===== config.mk =====
export PLATFORM = sky130hd
export DESIGN_NAME = sr_ff_bank
export DESIGN_NICKNAME = d
export VERILOG_FILES = /design/src/rtl/sr_ff_pkg.sv /design/src/rtl/sr_ff_cell.sv /design/src/rtl/sr_ff_bank.sv
export SDC_FILE = /design/constraint.sdc
export NUM_CORES = 1
export LEC_CHECK = 0
export BUFFER_PORTS_ARGS = -buffer_cell sky130_fd_sc_hd__buf_2
export CORE_MARGIN = 1.5
export CORE_UTILIZATION = 45
export DETAILED_ROUTE_END_ITERATION = 10
export HOLD_SLACK_MARGIN = 0.06
export PLACE_DENSITY = 0.84
export SYNTH_ARGS = -nofsm -noshare
export SYNTH_HDL_FRONTEND = slang
export SYNTH_SLANG_ARGS = --single-unit

===== constraint.sdc =====
create_clock -name clk -period 2.7 [get_ports clk]
set_input_delay 0.675 -clock clk [delete_from_list [all_inputs] [get_ports clk]]
set_output_delay 0.675 -clock clk [all_outputs]
set_load 0.02 [all_outputs]

===== src/rtl/sr_ff_pkg.sv =====
// Shared definitions for the clocked SR storage bank: conflict-resolution
// mode codes and the per-bit next-state rule.
package sr_ff_pkg;

   localparam int MODE_SET_DOM = 0;
   localparam int MODE_RST_DOM = 1;
   localparam int MODE_HOLD    = 2;
   localparam int MODE_TOGGLE  = 3;

   // Next state of one enabled cell; S=R=1 is resolved by mode, never X.
   function automatic logic sr_next(input logic q, input logic s,
                                    input logic r, input logic [1:0] mode);
      logic nxt;
      nxt = q;
      case ({s, r})
         2'b10: nxt = 1'b1;
         2'b01: nxt = 1'b0;
         2'b11: begin
            case (mode)
               2'd0:    nxt = 1'b1;
               2'd1:    nxt = 1'b0;
               2'd2:    nxt = q;
               default: nxt = ~q;
            endcase
         end
         default: nxt = q;
      endcase
      return nxt;
   endfunction

endpackage


===== src/rtl/sr_ff_cell.sv =====
// One SR channel: enable gating, q/qbar register, registered edge pulses
// and the sticky conflict flag. Exposes its raw conflict for the counter.
module sr_ff_cell
   import sr_ff_pkg::*;
#(
   parameter int   MODE = MODE_SET_DOM,
   parameter logic INIT = 1'b0
) (
   input  logic clk,
   input  logic reset,
   input  logic enb,
   input  logic ch_en,
   input  logic s,
   input  logic r,
   input  logic conflict_clr,
   output logic q,
   output logic qbar,
   output logic q_rise,
   output logic q_fall,
   output logic conflict,
   output logic cf
);

   logic act;
   logic q_next;

   always_comb begin
      act    = enb & ch_en;
      cf     = act & s & r;
      q_next = q;
      if (act) begin
         q_next = sr_next(q, s, r, 2'(MODE));
      end
   end

   // qbar lives in the same register stage as q so it is never a cycle off.
   always_ff @(posedge clk or posedge reset) begin
      if (reset) begin
         q        <= INIT;
         qbar     <= ~INIT;
         q_rise   <= 1'b0;
         q_fall   <= 1'b0;
         conflict <= 1'b0;
      end else begin
         q        <= q_next;
         qbar     <= ~q_next;
         q_rise   <= ~q & q_next;
         q_fall   <= q & ~q_next;
         // A conflict in the clearing cycle wins over the clear.
         conflict <= cf | (conflict & ~conflict_clr);
      end
   end

endmodule


===== src/rtl/sr_ff_bank.sv =====
// WIDTH-channel clocked SR bank with shared enable, sticky conflict flags
// and a saturating count of cycles that contained any conflict.
module sr_ff_bank
   import sr_ff_pkg::*;
#(
   parameter int               WIDTH = 8,
   parameter int               MODE  = MODE_SET_DOM,
   parameter int               CNT_W = 8,
   parameter logic [WIDTH-1:0] INIT  = {WIDTH{1'b0}}
) (
   input  logic             clk,
   input  logic             reset,
   input  logic             enb,
   input  logic [WIDTH-1:0] ch_en,
   input  logic [WIDTH-1:0] s,
   input  logic [WIDTH-1:0] r,
   input  logic             conflict_clr,
   output logic [WIDTH-1:0] q,
   output logic [WIDTH-1:0] qbar,
   output logic [WIDTH-1:0] q_rise,
   output logic [WIDTH-1:0] q_fall,
   output logic [WIDTH-1:0] conflict,
   output logic [CNT_W-1:0] conflict_cnt
);

   localparam logic [CNT_W-1:0] CNT_MAX = {CNT_W{1'b1}};
   localparam logic [CNT_W-1:0] CNT_ONE = {{(CNT_W-1){1'b0}}, 1'b1};

   logic [WIDTH-1:0] cf;
   logic             any_cf;

   for (genvar i = 0; i < WIDTH; i++) begin : g_cell
      sr_ff_cell #(
         .MODE (MODE),
         .INIT (INIT[i])
      ) u_cell (
         .clk          (clk),
         .reset        (reset),
         .enb          (enb),
         .ch_en        (ch_en[i]),
         .s            (s[i]),
         .r            (r[i]),
         .conflict_clr (conflict_clr),
         .q            (q[i]),
         .qbar         (qbar[i]),
         .q_rise       (q_rise[i]),
         .q_fall       (q_fall[i]),
         .conflict     (conflict[i]),
         .cf           (cf[i])
      );
   end

   assign any_cf = |cf;

   // Clear loads 1 rather than 0 when a conflict lands in the same cycle.
   always_ff @(posedge clk or posedge reset) begin
      if (reset) begin
         conflict_cnt <= '0;
      end else if (conflict_clr) begin
         conflict_cnt <= any_cf ? CNT_ONE : '0;
      end else if (any_cf && (conflict_cnt != CNT_MAX)) begin
         conflict_cnt <= conflict_cnt + CNT_ONE;
      end
   end

endmodule


# Word-level counts from Yosys, hierarchy flattened
# Index checks and enable logic that the tools add are counted.
# totals
regBits	48
input_bits	28
out_inout_bits	48
# classes
n_addsub	1
eq_ne	25
muxes	19
bitwise_logic	73
reduce_logical	11
# op_table
cell	count
1-bit bitwise AND	48
2-bit equality test, second input constant	16
1-bit NOT	17
2-bit by 1-bit equality test with 1-bit output, second input constant	8
8-bit two-way mux	2
1-bit case mux with 2 select lines	8
2-bit OR reduction	8
1-bit two-way mux	9
8-bit by 1-bit adder with 8-bit output, second input constant	1
8-bit inequality test, second input constant	1
1-bit OR	8
8-bit OR reduction	1
2-bit nonzero test	1
1-bit logical AND	1

# Logic depth before layout (Yosys ltp)
# Gate-level depths: netlist (run 1).
# depth
ltp_word	7
mapped_depth	6

# Hierarchy
# From an unflattened synthesis (run 1), not the netlist that was laid out.
# unflattened
hier_cells	169
hier_area_um2	2079.5
# by_module_without_submodules
mod	n_inst	cells_per_inst	area_per_inst_um2	seq_area_each_um2
sr_ff_cell	8	15	201.4	126.4
sr_ff_bank	1	49	467.9	200.2

# Worst setup path after synthesis (run 1)
# No wires, ideal clock.
# synth_timing
path_kind	input to register
startpoint	in enb
endpoint	reg conflict_cnt[3]
setup_ns	0.078
arrival_ns	1.542
required_ns	2.622
setup_slack_ns	1.081
cell_stages	6
n_path_buf	1
cell_sequence	buf_6 -> nand4_2 -> nand4_2 -> o21ai_4 -> or3_1 -> a21oi_1
# synth_between
elab_chain_cells	6
word_cells_on_any_way	27
classes_between	24 x bitwise; 3 x reduce/logical
# synth_rtl
item	line	source
from (decl)	sr_ff_bank.sv:13	input logic enb,
1-bit bitwise AND	sr_ff_cell.sv:28	act = enb & ch_en;
1-bit bitwise AND (2 in a row)	sr_ff_cell.sv:29	cf = act & s & r;
8-bit OR reduction (*)	sr_ff_bank.sv:53	assign any_cf = |cf;
1-bit logical AND (*)	sr_ff_bank.sv:61	end else if (any_cf && (conflict_cnt != CNT_MAX)) begin
2-bit nonzero test (no source line) (*)	n/a	
to (signal assigned)	sr_ff_bank.sv:60	conflict_cnt <= any_cf ? CNT_ONE : '0;
to (signal assigned)	sr_ff_bank.sv:62	conflict_cnt <= conflict_cnt + CNT_ONE;
to (decl)	sr_ff_bank.sv:23	output logic [CNT_W-1:0] conflict_cnt
# Mark *: on every way between the ends. The rest lies on a longest branch, timed or not.
# A chain may end at the register's enable or synchronous reset.

# Final worst setup path (run 1)
# Same ends and word-level chain as after synthesis.

==> summary.txt, run 1 <==
STA
  • Min Clock Period, post-route: between 1.5 and 2 ns
  • Tightest Pin Transition: between 0.5 and 0.6 ns
  • Final Skew: between 0.004 and 0.005 ns
  • Slew margin rel.: around 60%
  • Final setup fails: 0
  • Setup TNS Final: 0 ns
  • Final hold vios: 0
  • Period utilisation layout: ~67%
  • F_max: approximately 550 MHz
  • Pins Over Slew Limit: 0
  • RSZ-0062 raised after global routing: no

Worst setup path
  • Top delay family on crit path: simple AND/OR/NAND/NOR gates
  • CP max stage delay: between 0.3 and 0.4 ns
  • Startpoint Class: input port
  • R2r endpoint: conflict_cnt[3]$_DFFE_PP0P_
  • Critical Path RT: between 2 and 3 ns
  • Slowest CP cell: or3_1
  • Most common cell on crit path: nand4_1
  • Worst Path Arrival: just over 2 ns
  • Crit Reg-Reg Startpoint: conflict_cnt[0]$_DFFE_PP0P_
  • CP endpoint kind: register
  • Setup Crit Path Kind: in -> reg
  • Critical path peak fanout: 24
  • R2R cell count: 5
  • Buffers and inverters on the worst path: 1
  • CP Cell Sequence: buf_2 > nand4_1 > nand4_1 > o21ai_4 > or3_1 > a21oi_1
  • Reg-to-reg slack, setup: 1.10 ns

Worst hold path
  • Worst Hold Launch: g_cell[7].u_cell.q$_DFF_PP0_
  • WHS Path Cells: 1
  • Hold Crit Endpoint: g_cell[7].u_cell.q_rise$_DFF_PP0_
  • Hold crit path type: reg -> reg

Place
  • GPL Wtd Cong: about 0.75
  • HPWL after DPL: ~2.9 mm
  • Count of buffers from port buffering: 75

Synthesis
  • Compound-Gate Fraction of Synth Area: around 8.3%
  • Synthesis Warnings: 0
  • Syn_nets: 231
  • Simple-gate share of the synthesized area: 17.1%
  • Largest family of logic cells by synthesized area: buffers and inverters
  • Synth top area cells: dfrtp_1 (46%), buf_4 (14%), dfstp_2 (9.6%)
  • Mapped Area: 2180 µm²
  • Synthesized flop and latch total: 48
  • Top-area cell type share of the netlist area: 45.9%
  • Cells after Synth: between 200 and 250
  • Seq/Total Area, Yosys: a little under three fifths
  • Mux contribution to synthesized area: 0.459%
  • Mapped Avg Cell Area: 10.8 µm²
  • Leading area contributor after synthesis: dfrtp_1
  • Post-synthesis cell type count: 26
  • Adder-Cell Fraction of Synth Area: 0.574%
  • Xor/xnor share of the synthesized area: 0%

GRT
  • First-pass GRT wire length: 6.52 mm
  • Vias in the first global route: between 1000 and 1500
  • Grt ovf: 0
  • Largest net degree at the start of global routing: between 40 and 50
  • Initial antenna violation count: 0
  • All-Layer GR Usage: around 17%

Route
  • Vias per std cell: approximately 4.9
  • Vias: roughly 1400
  • Pre-Repair DR Iteration Count: 4
  • Drt first-iter violations: 102
  • Post-Route WL: around 4 mm
  • Antenna-violating nets left: 0
  • Drt wl/cell: ~13 µm
  • Drc violations: 0

Cells and area
  • Final core occ: 51.9%
  • Multi-input logic area: about 580 µm²
  • Commonest cells after routing, fill and taps aside: buf_2 (75), dfrtp_1 (40), nand3_1 (19), inv_1 (18), o21ai_0 (13)
  • Fillers: between 400 and 500
  • NumNets Final: about 270
  • Syn-to-layout area delta: 11.8%
  • Register area: 1210 µm²
  • Antenna Cells: 0
  • Proportion of layout cells with a drive suffix above 1: 40.7%
  • Leading cell type in the layout, fill and taps excluded: buf_2

Pwr
  • VDD IR-drop max: roughly 0.00030 V
  • Pwr dens: between 600 and 700 nW/µm²
  • Static leakage: approximately 0.0013 µW

Clock network
  • Clock sinks: 48
  • CTS root buf: clkbuf_8
  • Clock buffer count from CTS: 5
  • PostCTS Resize Cnt: 0
  • Insertion delay to the later sink of the worst-skew pair: 0.29 ns
  • CTS tree: done
  • Depth of the CTS H-tree: 2
  • Post-CTS Hold Buffers: 0
  • CTS max path bufs: 2
  • Total setup buffers inserted after CTS: 0
  • Clock-pin transition on the worst setup and hold timing paths: 0.08 ns

Status
  • Status: complete, no violations

Floorplanning
  • Die X: just over 70 µm
  • Io pins: 76
  • Std cell rows: 25
  • Die height: about 73 µm
  • Die area: approximately 5300 µm²
  • Core area: 4690 µm²
  • Initial Utilization: 46.5%

Run
  • Max Cap Violations: 0
[worst register-to-register path: cells and delay by family (launching register included)]
kind / cells / cell delay, ns
AOI/OAI and AO/OA: 2 / 0.25
and+or+nand+nor: 2 / 0.50
adders and majority gates: 1 / 0.30
DFF: 1 / 0.47
[metal layers]
metal | track usage, % | up-vias | share of wire (%)
met5 | 0 | - | 0
li1 | - | 719 | -
met4 | 5.66 | 0 | 1.2
met2 | 25.5 | 49 | 47
met3 | 4.97 | 5 | 6.5
met1 | 22.4 | 671 | 45
[registers in the layout, summed over array words and instances, names as in the netlist]
signal and flops:
g_cell.u_cell.qbar 8, g_cell.u_cell.q_fall 8, g_cell.u_cell.conflict 8, g_cell.u_cell.q_rise 8
g_cell.u_cell.q 8, conflict_cnt 8
[through the flow]
| step | power [µW] | hold WS, ns | setup slack (ns) | cells | area [µm²] |
|---|---|---|---|---|---|
| after CTS | 1720 | 0.459 | 0.877 | 297 | 2440 |
| after global routing | 1800 | 0.483 | 0.742 | 297 | 2440 |
| after detailed placement | 1170 | 0.441 | 0.553 | 289 | 2310 |
| after global placement | 1160 | 0.442 | 0.640 | 289 | 2310 |
| after floorplan | 1140 | 0.432 | 0.894 | 202 | 2180 |
| final | 1700 | 0.454 | 0.883 | 297 | 2440 |
[layout make-up]
class | count | share of cell area (%)
Multi-Input combinational cell | 92 | 23.7
Clock inverter | 1 | 1.23
Clock buffer | 7 | 3.95
Sequential cell | 48 | 49.7
Tap cell | 54 | 2.77
Timing Repair Buffer | 76 | 15.7
Inverter | 19 | 2.93
[kinds of logic (layout without fill, tap and decap cells)]
kind of cell	Yosys count	in the layout
adder cells (fa/ha/maj)	1	1
AO/OA/AOI/OAI	29	29
multiplexers	1	1
buffers and inverters	62	103
flip-flops	48	48
AND/OR/NAND/NOR	61	61
[synthesized netlist by cell type (all sizes together)]
master / count
buf: 42
dfrtp: 40
inv: 19
nand3: 19
o21ai: 14
nand4: 12
nor2: 10
a21boi: 8
and2: 8
dfstp: 8
a21oi: 5
or3: 4
nor3b: 2
nor4b: 2
o21bai: 2
and3: 1
and4: 1
clkbuf: 1
ha: 1
mux2i: 1
nand2: 1
nand3b: 1
[how the worst max path moves through the flow]
stage | to | slack (ns) | from | cells after the start
after floorplan | conflict_cnt[0]$_DFFE_PP0P_ | 0.89 | reset | 1
after detailed placement | conflict_cnt[5]$_DFFE_PP0P_ | 0.55 | enb | 6
final | conflict_cnt[3]$_DFFE_PP0P_ | 0.88 | enb | 6
after CTS | conflict_cnt[3]$_DFFE_PP0P_ | 0.88 | enb | 6
after global routing | conflict_cnt[6]$_DFFE_PP0P_ | 0.74 | enb | 6
after global placement | conflict_cnt[5]$_DFFE_PP0P_ | 0.64 | enb | 6
[power by group]
group	internal, µW	switching (µW)	leakage (µW)	total (µW)
clock	327	222	0.0000645	548
combinational	102	205	0.000593	307
sequential	805	39.6	0.000607	844
No activity file was read; power rests on OpenSTA's default activity.
==> run 2, diff against run 1 <==
==> constraint.sdc (replaced) <==
create_clock -name clk -period 1.7 [get_ports clk]
set_input_delay 0.425 -clock clk [delete_from_list [all_inputs] [get_ports clk]]
set_output_delay 0.425 -clock clk [all_outputs]
set_load 0.02 [all_outputs]
==> run 2 against run 1 <==
Effect of this change:
- sequential share of layout area down 0.85 points
- register-to-register slack worse by 0.97 ns
- sequential power up 59%
- critical path depth down 1
- global-route usage down 0.55 points
- combinational power up 68%
- routed wire length up 2.1%
- die area unchanged
- count of clock-buffer cells in the layout down 2
- clock power up 48%
- non-clock buffer count up 6
- first-iteration DRC count down 60%
- critical path type is now reg -> reg
- critical endpoint is now conflict_cnt[5]$_DFFE_PP0P_
- largest cell class unchanged
- highest routed layer unchanged
==> summary.txt, run 2 (synthesis gave the netlist of run 1 again) <==
Worst setup path
  • Setup Crit Path Kind: reg -> reg
  • Critical path peak fanout: 9
  • CP max stage delay: roughly 0.46 ns
  • Top delay family on crit path: simple AND/OR/NAND/NOR gates
  • Critical Path RT: a little under 2 ns
  • Slowest CP cell: dfrtp_1
  • CP Cell Sequence: ha_1 > nand4_2 > o21ai_4 > or3_1 > a21oi_1
  • CP endpoint kind: register
  • Startpoint Class: register
  • Buffers and inverters on the worst path: 0
  • Worst Path Arrival: about 1.8 ns

Pwr
  • Comb power frac: 19.4%
  • Pwr dens: between 1000 and 1500 nW/µm²
  • Static leakage: between 0.001 and 0.0015 µW
  • VDD IR-drop max: around 0.00045 V
  • Seq pwr share: 50.2%
  • Psw: between 700 and 800 µW
  • Internal power: 1890 µW
  • Clock Power Share: just over 30%
  • Total chip power: 2660 µW
  • Sw Ratio: 28.9%

GRT
  • Initial antenna violation count: 0
  • Vias in the first global route: 1393
  • Grt ovf: 0
  • First-pass GRT wire length: ~6.4 mm
  • All-Layer GR Usage: ~16%
  • Largest net degree at the start of global routing: 49

Clock network
  • Clock buffer count from CTS: 5
  • Depth of the CTS H-tree: 2
  • Insertion delay to the later sink of the worst-skew pair: between 0.2 and 0.3 ns
  • Clock sinks: 48
  • Clock-pin transition on the worst setup and hold timing paths: ~0.090 ns
  • Post-CTS Hold Buffers: 0
  • PostCTS Resize Cnt: 0
  • CTS tree: done
  • CTS max path bufs: 2
  • CTS root buf: clkbuf_8
  • Total setup buffers inserted after CTS: 0

Place
  • Cell Area, Placed: between 2000 and 2500 µm²
  • HPWL after DPL: 3.00 mm
  • Pre-CTS WS: -0.159 ns
  • GPL Wtd Cong: approximately 0.76
  • Count of buffers from port buffering: 75

Floorplanning
  • Std cell rows: 25
  • Io pins: 76
  • Die height: 72.6 µm
  • Die area: 5270 µm²
  • Core area: around 4700 µm²
  • Initial Utilization: 46.5%
  • Die X: ~73 µm

Worst hold path
  • Hold crit path type: in -> async

Route
  • Vias: about 1500
  • Pre-Repair DR Iteration Count: 4
  • Drt wl/cell: between 10 and 15 µm
  • Antenna-violating nets left: 0
  • Drt first-iter violations: slightly above 40
  • Vias per std cell: 4.86
  • Drc violations: 0
  • Post-Route WL: 3.99 mm

STA
  • RSZ-0062 raised after global routing: no
  • Slew margin rel.: between 70 and 80%
  • Final Skew: approximately 0.0038 ns
  • Pins Over Slew Limit: 0
  • F_max: 637 MHz
  • Final hold vios: 0
  • WHS: about 0.16 ns
  • Min Clock Period, post-route: 1.57 ns
  • Period utilisation layout: 92.4%
  • Post-route setup slack: 0.129 ns
  • Final setup fails: 0
  • Tightest Pin Transition: roughly 0.32 ns

Cells and area
  • NumNets Final: 277
  • Commonest cells after routing, fill and taps aside: buf_2 (75), dfrtp_1 (40), nand3_1 (19), inv_1 (18), o21ai_0 (13)
  • Leading cell type in the layout, fill and taps excluded: buf_2
  • Fillers: between 400 and 500
  • Proportion of layout cells with a drive suffix above 1: approximately 42%
  • Finished Cell Area: 2480 µm²
  • Antenna Cells: 0
  • Final core occ: 52.8%
  • Syn-to-layout area delta: 13.7%

Run
  • Max Cap Violations: 0

Status
  • Status: complete, no violations
==> run 2: cell count changes in the layout (fill, tap and decap cells not counted) <==
cell        change
buf_12          +1
clkinv_2        +1
clkbuf_8        -2
buf_4           +5
clkinvlp_4      +1
==> run 2: power by group through the flow <==
stage	logic, µW	clock network (µW)	registers, µW
floorplan	444	0	1360
global placement	514	0	1350
detailed placement	523	0	1360
CTS	524	833	1340
global route	565	878	1350
finish	516	810	1340
==> run 2: layout make-up <==
type                       count  area [µm²]  share of cell area, %
sequential                    48        1210                   48.9
tap                           54        67.6                   2.73
clock inverter                 3        42.5                   1.72
clock buffer                   5        68.8                   2.78
multi-input combinational     92         577                   23.3
timing repair buffer          82         440                   17.8
inverter                      19        71.3                   2.88
==> run 2: metal layers <==
| metal | track usage (%) | wire length [µm] |
|---|---|---|
| met1 | 20.1 | 1710 |
| met2 | 25.9 | 1950 |
| met3 | 5.39 | 284 |
| met4 | 5.45 | 47 |
| met5 | 0 | 0 |
==> run 2: through the flow <==
step | TNS, ns | cells
5_1_grt | 0 | 303
6_report | 0 | 303
3_5_place_dp | -0.745 | 295
3_3_place_gp | -0.234 | 295
4_1_cts | 0 | 303
2_1_floorplan | 0 | 202
==> run 2: path summary, 6_finish.rpt <==
check	start	to	slack [ns]	cells after the start
setup / recovery	conflict_cnt[1]$_DFFE_PP0P_	conflict_cnt[5]$_DFFE_PP0P_	0.13	5
hold / removal	reset	g_cell[5].u_cell.q_fall$_DFF_PP0_	0.16	3
setup reg to reg	conflict_cnt[1]$_DFFE_PP0P_	conflict_cnt[5]$_DFFE_PP0P_	0.13	5
hold reg to reg	g_cell[3].u_cell.q$_DFF_PP0_	g_cell[3].u_cell.q_rise$_DFF_PP0_	0.46	1
max in group asynchronous	reset	g_cell[7].u_cell.qbar$_DFF_PP1_	1.27	3
min in group clk	ch_en[0]	g_cell[0].u_cell.q_rise$_DFF_PP0_	0.39	3
==> run 2: worst register-to-register path, stage by stage (launching register included) <==
cell and delay (ns):
dfrtp_1 0.46, ha_1 0.28, nand4_2 0.15, o21ai_4 0.11, or3_1 0.35, a21oi_1 0.15
